File: config.mk
export PLATFORM = sky130hd
export DESIGN_NAME = pbuff_window_reader
export DESIGN_NICKNAME = d
export VERILOG_FILES = /design/src/rtl/pbuff_window_reader.sv
export SDC_FILE = /design/constraint.sdc
export NUM_CORES = 1
export LEC_CHECK = 0
export ABC_CLOCK_PERIOD_IN_PS = 6800
export CAP_MARGIN = 5
export CORE_AREA = 3 3 160 162
export CTS_CLUSTER_DIAMETER = 150
export DETAILED_ROUTE_END_ITERATION = 8
export DIE_AREA = 0 0 163 165
export GPL_TIMING_DRIVEN = 0
export SYNTH_ARGS = -nofsm -noshare
export SYNTH_HDL_FRONTEND = slang
export SYNTH_SLANG_ARGS = --single-unit
File: constraint.sdc
create_clock -name clk -period 6.8 [get_ports clk]
set_input_delay 1.36 -clock clk [delete_from_list [all_inputs] [get_ports clk]]
set_output_delay 1.36 -clock clk [all_outputs]
set_load 0.01 [all_outputs]
File: src/rtl/pbuff_window_reader.sv
`default_nettype none
// ============================================================================
//  Module      : pbuff_window_reader
//  Description : Read-side sequencer for partial_buffer. After each committed
//                line it sweeps the column address, assembles a sliding
//                SLICE x SLICE pixel window from the column slices and streams
//                one window per interior column. Output is suppressed until
//                SLICE lines of the frame are resident.
//  Revision    : 1.0 - initial release
// ============================================================================
module pbuff_window_reader #(
   parameter int HWIDTH = 640,
   parameter int AW     = 10,
   parameter int DW     = 12,
   parameter int SLICE  = 3,
   parameter int LW     = 9
) (
   input  logic                     clk,
   input  logic                     rst,
   input  logic                     sof,
   input  logic                     line_rdy,
   output logic [AW-1:0]            raddr,
   input  logic [DW*SLICE-1:0]      rdata,
   output logic                     win_valid,
   output logic [DW*SLICE*SLICE-1:0] win_data,
   output logic [AW-1:0]            win_col,
   output logic [LW-1:0]            win_row,
   output logic                     busy,
   output logic                     overrun
);

   localparam logic [AW-1:0] c_LAST_COL  = AW'(HWIDTH - 1);
   localparam logic [AW-1:0] c_FIRST_WIN = AW'(SLICE - 1);
   localparam logic [AW-1:0] c_CTR_OFS   = AW'(SLICE / 2);
   localparam logic [LW-1:0] c_MIN_LINES = LW'(SLICE);
   localparam logic [LW-1:0] c_ROW_OFS   = LW'(SLICE - 1);

   typedef enum logic [1:0] {
      S_IDLE  = 2'd0,
      S_SCAN  = 2'd1,
      S_FLUSH = 2'd2
   } state_t;

   state_t                r_state;
   logic                  r_flush_cnt;
   logic [LW-1:0]         r_line_cnt;
   logic                  r_rd_vld;
   logic [AW-1:0]         r_rd_col;
   // Previously read columns; index SLICE-2 is the most recent one.
   logic [DW*SLICE-1:0]   r_col [SLICE-1];
   logic [LW-1:0]         w_cnt_inc;
   logic [DW*SLICE*SLICE-1:0] w_win;
   logic                  w_win_fire;

   assign busy       = (r_state != S_IDLE);
   assign w_cnt_inc  = (r_line_cnt == {LW{1'b1}}) ? r_line_cnt : r_line_cnt + LW'(1);
   assign w_win_fire = r_rd_vld && (r_rd_col >= c_FIRST_WIN) && (r_line_cnt >= c_MIN_LINES);

   // Window assembly: stored columns on the left, the column arriving this cycle on the right.
   for (genvar r = 0; r < SLICE; r++) begin : g_row
      for (genvar c = 0; c < SLICE; c++) begin : g_col
         if (c == SLICE - 1) begin : g_new
            assign w_win[(r*SLICE+c)*DW +: DW] = rdata[r*DW +: DW];
         end else begin : g_old
            assign w_win[(r*SLICE+c)*DW +: DW] = r_col[c][r*DW +: DW];
         end
      end
   end

   // Sequencer FSM: accept a line, sweep the column address, drain the pipeline.
   always_ff @(posedge clk) begin
      if (rst) begin
         r_state     <= S_IDLE;
         r_flush_cnt <= 1'b0;
         r_line_cnt  <= '0;
         raddr       <= '0;
         overrun     <= 1'b0;
      end else begin
         if (line_rdy && (r_state != S_IDLE))
            overrun <= 1'b1;
         case (r_state)
            S_IDLE: begin
               if (line_rdy) begin
                  // sof in the same cycle clears first, so this line counts as the first.
                  r_line_cnt <= sof ? LW'(1) : w_cnt_inc;
                  raddr      <= '0;
                  r_state    <= S_SCAN;
               end else if (sof) begin
                  r_line_cnt <= '0;
               end
            end
            S_SCAN: begin
               if (raddr == c_LAST_COL) begin
                  r_flush_cnt <= 1'b0;
                  r_state     <= S_FLUSH;
               end else begin
                  raddr <= raddr + AW'(1);
               end
            end
            S_FLUSH: begin
               if (r_flush_cnt) begin
                  raddr   <= '0;
                  r_state <= S_IDLE;
               end else begin
                  r_flush_cnt <= 1'b1;
               end
            end
            default: begin
               raddr   <= '0;
               r_state <= S_IDLE;
            end
         endcase
      end
   end

   // Read-return tracking, column shift register and registered window output.
   always_ff @(posedge clk) begin
      if (rst) begin
         r_rd_vld  <= 1'b0;
         r_rd_col  <= '0;
         win_valid <= 1'b0;
         win_data  <= '0;
         win_col   <= '0;
         win_row   <= '0;
         for (int i = 0; i < SLICE - 1; i++)
            r_col[i] <= '0;
      end else begin
         r_rd_vld  <= (r_state == S_SCAN);
         r_rd_col  <= raddr;
         win_valid <= w_win_fire;
         if (r_rd_vld) begin
            for (int i = 0; i < SLICE - 2; i++)
               r_col[i] <= r_col[i+1];
            r_col[SLICE-2] <= rdata;
         end
         if (w_win_fire) begin
            win_data <= w_win;
            win_col  <= r_rd_col - c_CTR_OFS;
            win_row  <= r_line_cnt - c_ROW_OFS;
         end
      end
   end

endmodule
`default_nettype wire
==> results.json, run 1 <==
{
  "post-dp-hpwl_mm": 18.4,
  "crit_end": "busy",
  "cp.required_ns": 5.44,
  "place.gp.congestion": 0.840,
  "worst_pin_slew_ns": 0.865,
  "crit_start": "r_state[1]",
  "nets": 1181,
  "dominant_delay_contributor_by_cell_family_on_the_critical_path": "buffers and inverters",
  "r2r_start": "r_line_cnt[0]",
  "initialDrtViolationCount": 504,
  "htree_num_levels": 1,
  "final_cells": 1477,
  "cell_internal_pwr_uw": 2290,
  "synthCells": 927,
  "fin_skew_ns": 0.0121,
  "setup_viol": 0,
  "number_of_enable_type_register_cells_in_the_synthesized_netlist": 72,
  "sequentialPowerShare_pct": 51.3,
  "arrival_ns": 1.74,
  "final.hold.worst_slack_ns": 0.476,
  "synthesis.nets": 975,
  "reg2reg_depth": 8,
  "grt_use_total_pct": 18.7,
  "detail-route-antenna-nets": 0,
  "grt_first_pass_wirelength_mm": 40.0,
  "fin_total_pwr_uw": 2900,
  "worstSkewPairLatency_ns": 0.51,
  "yosysUniqueCellTypes": 49,
  "synth_sequential_area_ratio_pct": 58.6,
  "post-route-min-period_ns": 3.10,
  "dpl.cell_count": 1430,
  "critical_path.reg2reg.endpoint": "r_line_cnt[7]",
  "fin_crit_sh_pct": 45.6,
  "wire_per_inst_um": 17.4,
  "port_buffer_count": 178,
  "ios": 180,
  "vias_per_cell": 5.13,
  "post_cts_setup_bufs": 0,
  "whs_path_depth": 2,
  "die_y_um": 165,
  "clockPowerShare_pct": 44.7,
  "leading_post_synthesis_cells_by_cell_area": "dfxtp_1 35%, edfxtp_1 23%, a21oi_1 7.7%, nand3_1 6.3%, o21ai_0 5.5%",
  "outcome": "finished clean",
  "global_route.overflow_total": 0,
  "clock-root-buffer": "clkbuf_16",
  "tritoncts": "built",
  "rrSetupSlack_ns": 4.18,
  "share_of_final_layout_standard_cells_stronger_than_drive_strength_1_pct": 6.17,
  "crit_path_cell_trace": "or2_2, clkdlybuf4s50_1",
  "synth_async_sr_flop_share_pct": 0,
  "floorplan.initialDensity_pct": 38.0,
  "dieArea_um2": 26900,
  "synthDominantCellAreaShare_pct": 35.2,
  "setup-tns-final_ns": 0,
  "drc_errors": 0,
  "mappedNetlistArea_um2": 9220,
  "unrepaired_setup_endpoints_after_global_routing": "false",
  "critPathBufInv": 1,
  "part_of_the_power_in_combinational_logic_pct": 3.9,
  "crit_path_max_incr_delay_ns": 0.50,
  "holdBufCountCts": 0,
  "tritoncts_num_sinks": 234,
  "worstHoldPathType": "reg2reg",
  "drt_first_pass_iters": 5,
  "worst_vdd_drop_v": 0.000122,
  "post_cts_resized": 0,
  "ys_dominant_reg_cell": "dfxtp_1",
  "synth_top_cell_by_area": "dfxtp_1",
  "worstSetupPathDepth": 2,
  "static-leakage-power_uw": 0.00413,
  "first_global_vias": 7242,
  "setup.worst_path.class": "reg2out",
  "end_kind": "output port",
  "switching_power_uw": 617,
  "core.rowCount": 57,
  "flow.area_growth_from_synthesis_pct": 32.6,
  "hold_viol_final": 0,
  "synth_area_per_cell_um2": 9.94,
  "clkTransAtPathRegs_ns": 0.06,
  "core_area_um2": 24200,
  "max-slew-margin-rel_pct": 40.8,
  "number_of_pins_exceeding_their_max_slew_limit_in_the_final_report": 0,
  "ys_seq_elements": 234,
  "number_of_antenna_violations_at_the_first_check_in_global_routing": 0,
  "cts_inserted_buffers": 25,
  "vias": 7573,
  "timing.fmax_mhz": 323,
  "critPathSlowestCell": "clkdlybuf4s50_1",
  "critPathMaxFanout": 8,
  "die_w_um": 163,
  "buffer_depth_of_the_longest_clock_path": 3,
  "power.density_cell_area_nw_per_um2": 238,
  "wire_length_reported_by_the_detailed_router_mm": 25.7,
  "yosys_warnings": 0,
  "timing.max_cap.violations": 0,
  "grt_start_max_net_pins": 68,
  "start_kind": "flip-flop",
  "netSwitchingFraction_pct": 21.3
}
[power by group through the flow]
stage / clock, uW / sequential (uW) / combinational [uW]
floorplan: 0 / 1510 / 57.6
global placement: 0 / 1520 / 112
detailed placement: 0 / 1520 / 116
CTS: 1330 / 1490 / 116
global route: 1390 / 1490 / 126
finish: 1300 / 1490 / 114
[through the flow]
| step | worst slack [ns] | utilization (%) | area (um2) |
|---|---|---|---|
| final | 3.70 | 50.4 | 12200 |
| after global placement | 2.74 | 47.0 | 11400 |
| after CTS | 3.67 | 50.4 | 12200 |
| after floorplan | 3.54 | - | 9220 |
| after detailed placement | 3.36 | 47.2 | 11400 |
| after global routing | 3.63 | 50.4 | 12200 |
[cell families (layout without fill, tap and decap cells)]
group                      after synthesis  count (layout)  share of synthesized area, %
other                                    0               2                             0
adders and majority gates                8               8                          1.09
AOI/OAI and AO/OA                      300             300                          17.6
and+or+nand+nor                        271             271                          16.5
xor gates and xnor gates                12              12                          1.14
buffers and inverters                  100             324                          4.85
DFF                                    234             234                          58.6
muxes                                    2               2                         0.231
[cells in the final DEF (no fill, tap or decap), drive strengths merged, types with 6 or more instances in the layout]
cell type and n:
clkinv 11, dfxtp 162, clkbuf 77, nand3 116, xnor2 10, ha 8
nor2b 13, edfxtp 72, nor3 8, a31oi 6, clkdlybuf4s50 178, inv 13
a211oi 17, and2 72, and3 8, nor2 13, buf 43, a21oi 142
nand2 9, o21ai 122
[layer usage]
| metal | global-route usage, % | share of wire (%) | vias to the layer above |
|---|---|---|---|
| met2 | 30.8 | 47 | 214 |
| met1 | 24.3 | 43 | 3579 |
| met5 | 0 | 0 | - |
| met4 | 4.15 | 1.7 | 0 |
| li1 | - | - | 3750 |
| met3 | 5.62 | 8.1 | 30 |
[worst min-delay path, delay by kind of cell, from the launching register on]
kind	cells	cell delay [ns]
AOI/OAI and AO/OA	2	0.13
DFF	1	0.30
[registers in the layout (all words and copies together) (netlist names)]
name,cells
r_line_cnt,9
r_state,2
r_rd_col,10
r_col,72
win_row,9
raddr,10
overrun,1
win_col,10
r_rd_vld,1
r_flush_cnt,1
win_valid,1
win_data,108
[final cells by class]
cell class	instances	area (um2)
fill	2299	12000
sequential	234	5410
multi-input combinational	593	3370
timing repair buffer	179	1810
clock buffer	32	672
tap	324	405
buffer	87	398
clock inverter	13	108
inverter	13	48.8
antenna	2	5.00
[Yosys cell counts (all sizes together) (9+ instances only)]
library cell	count
nor2	13
clkbuf	45
nor2b	13
nand2	9
a211oi	17
dfxtp	162
a21oi	142
o21ai	122
inv	13
edfxtp	72
buf	42
nand3	116
and2	72
xnor2	10
[worst min-delay path by stage]
| stage | startpoint | to | slack, ns |
|---|---|---|---|
| after floorplan | r_rd_col[0] | win_col[0] | 0.45 |
| after global placement | win_data[97] | win_data[97] | 0.46 |
| after detailed placement | win_data[79] | win_data[79] | 0.47 |
| after CTS | win_data[79] | win_data[79] | 0.47 |
| after global routing | win_data[48] | win_data[48] | 0.50 |
| final | win_data[94] | win_data[94] | 0.48 |
Power figures use the tool's default switching activity.
==> run 2, diff against run 1 <==
--- a/config.mk
+++ b/config.mk
@@ -5,7 +5,7 @@
 export SDC_FILE = /design/constraint.sdc
 export NUM_CORES = 1
 export LEC_CHECK = 0
-export ABC_CLOCK_PERIOD_IN_PS = 6800
+export ABC_CLOCK_PERIOD_IN_PS = 3100
 export CAP_MARGIN = 5
 export CORE_AREA = 3 3 160 162
 export CTS_CLUSTER_DIAMETER = 150
==> constraint.sdc (replaced) <==
create_clock -name clk -period 3.1 [get_ports clk]
set_input_delay 0.62 -clock clk [delete_from_list [all_inputs] [get_ports clk]]
set_output_delay 0.62 -clock clk [all_outputs]
set_load 0.01 [all_outputs]
==> results of run 2 <==
Same layout as run 1 (identical final DEF). Status: finished clean.
Main changes from that run: setup slack after placement 3.36 ns -> 0.401 ns; setup slack after layout 3.70 ns -> 0.484 ns; start point of the critical path r_state[1] -> r_line_cnt[0]; end point of the critical path busy -> r_line_cnt[7]; register-to-register setup slack 4.18 ns -> 0.48 ns; total power 2900 uW -> 6370 uW; worst IR drop on VDD 0.000122 V -> 0.000268 V
==> run 3, diff against run 2 <==
--- a/config.mk
+++ b/config.mk
@@ -5,7 +5,7 @@
 export SDC_FILE = /design/constraint.sdc
 export NUM_CORES = 1
 export LEC_CHECK = 0
-export ABC_CLOCK_PERIOD_IN_PS = 3100
+export ABC_CLOCK_PERIOD_IN_PS = 2700
 export CAP_MARGIN = 5
 export CORE_AREA = 3 3 160 162
 export CTS_CLUSTER_DIAMETER = 150
==> constraint.sdc (replaced) <==
create_clock -name clk -period 2.7 [get_ports clk]
set_input_delay 0.54 -clock clk [delete_from_list [all_inputs] [get_ports clk]]
set_output_delay 0.54 -clock clk [all_outputs]
set_load 0.01 [all_outputs]
==> results.json, run 3 (same netlist as run 1, synthesis figures left out) <==
{
  "grt_start_max_net_pins": 68,
  "first_global_vias": 7242,
  "most-common-layout-cells": "178 x clkdlybuf4s50_1, 162 x dfxtp_1, 142 x a21oi_1, 116 x nand3_1, 102 x o21ai_0",
  "post-route-min-period_ns": 2.47,
  "setup-tns-final_ns": 0,
  "drt_first_pass_iters": 5,
  "floorplan.initialDensity_pct": 38.0,
  "setup_viol": 0,
  "setup.worst_path.class": "reg2reg",
  "core.rowCount": 57,
  "end_kind": "flip-flop",
  "die_w_um": 163,
  "vias_per_cell": 5.12,
  "power.density_cell_area_nw_per_um2": 598,
  "place.gp.congestion": 0.840,
  "global_route.overflow_total": 0,
  "die_y_um": 165,
  "cp.required_ns": 3.14,
  "final_common_cell": "clkdlybuf4s50_1",
  "tritoncts_num_sinks": 234,
  "outcome": "finished clean",
  "share_of_final_layout_standard_cells_stronger_than_drive_strength_1_pct": 6.43,
  "final_core_utilization_pct": 50.4,
  "final_cells": 1477,
  "post_cts_setup_bufs": 0,
  "clock-root-buffer": "clkbuf_16",
  "critPathMaxFanout": 10,
  "worst_vdd_drop_v": 0.000308,
  "largest_registers": "win_data (108), r_col (72)",
  "final.hold.worst_slack_ns": 0.476,
  "vias": 7557,
  "timing.fmax_mhz": 405,
  "number_of_pins_exceeding_their_max_slew_limit_in_the_final_report": 0,
  "detail-route-antenna-nets": 0,
  "number_of_antenna_violations_at_the_first_check_in_global_routing": 0,
  "ios": 180,
  "drc_errors": 0,
  "port_buffer_count": 178,
  "nets": 1181,
  "unrepaired_setup_endpoints_after_global_routing": "false",
  "largest_reg_flops": 108,
  "post-dp-hpwl_mm": 18.4,
  "tritoncts": "built",
  "static-leakage-power_uw": 0.00414,
  "initialDrtViolationCount": 508,
  "fin_crit_sh_pct": 91.5,
  "start_kind": "flip-flop",
  "worst_pin_slew_ns": 0.866,
  "wire_length_reported_by_the_detailed_router_mm": 25.8,
  "core_area_um2": 24200,
  "cts_inserted_buffers": 25,
  "hold_viol_final": 0,
  "worstSkewPairLatency_ns": 0.51,
  "dpl.cell_count": 1430,
  "flow.area_growth_from_synthesis_pct": 32.7,
  "fin_total_pwr_uw": 7320,
  "dieArea_um2": 26900,
  "arrival_ns": 2.91,
  "fin_skew_ns": 0.0110,
  "wire_per_inst_um": 17.4,
  "htree_num_levels": 1,
  "grt_use_total_pct": 18.7,
  "grt_first_pass_wirelength_mm": 40.0,
  "buffer_depth_of_the_longest_clock_path": 3,
  "clkTransAtPathRegs_ns": 0.06,
  "largest_register": "win_data",
  "worstHoldPathType": "reg2reg",
  "timing.max_cap.violations": 0,
  "max-slew-margin-rel_pct": 40.8
}
==> run 3: per-stage QoR <==
stage	worst slack (ns)	area, um2
2_1_floorplan	0.255	9220
3_3_place_gp	-0.535	11400
3_5_place_dp	0.0812	11400
4_1_cts	0.0747	12200
5_1_grt	0.0246	12200
6_report	0.230	12200
==> run 3: final timing paths <==
check / depth (start not counted) / to / start / slack [ns]
worst min-delay path: 2 / win_data[106] / win_data[106] / 0.48
worst max register to register: 10 / r_line_cnt[0] / r_line_cnt[1] / 0.23
worst min register to register: 2 / win_data[106] / win_data[106] / 0.48
worst max-delay path: 10 / r_line_cnt[0] / r_line_cnt[1] / 0.23
==> run 3: per-layer routing <==
| metal | global-route usage (%) | vias up | wire, um |
|---|---|---|---|
| met2 | 30.8 | 201 | 12100 |
| met1 | 24.3 | 3573 | 11300 |
| met4 | 4.15 | 0 | 418 |
| met5 | 0 | - | 0 |
| li1 | - | 3752 | - |
| met3 | 5.62 | 31 | 2010 |
==> run 3: power breakdown <==
group | total (uW) | internal (uW) | switching (uW) | leakage, uW
Clock | 3280 | 1940 | 1340 | 0.000386
Sequential | 3750 | 3710 | 46.1 | 0.00206
Combinational | 289 | 117 | 172 | 0.00170
Total | 7320 | 5760 | 1560 | 0.00414
==> run 3: critical path, stage by stage (launching register included) <==
cell	delay (ns)
dfxtp_1	0.48
ha_1	0.27
and3_1	0.24
and3_1	0.20
and3_1	0.17
ha_1	0.17
nor2b_1	0.05
o21bai_1	0.14
clkbuf_2	0.24
mux2_2	0.35
nor2_1	0.08
==> run 3: what timing repair did <==
item	CTS	global route
setup endpoints to repair	0	5
endpoints found under the hold margin	0	0
gates resized for setup	0	4
hold buffers	0	0
==> run 3: area by class of cell <==
cell class	count	area [um2]
fill	2297	12000
sequential	234	5410
multi-input combinational	593	3380
timing repair buffer	179	1810
clock buffer	32	672
tap	324	405
buffer	87	399
clock inverter	13	108
inverter	13	48.8
antenna	2	5.00
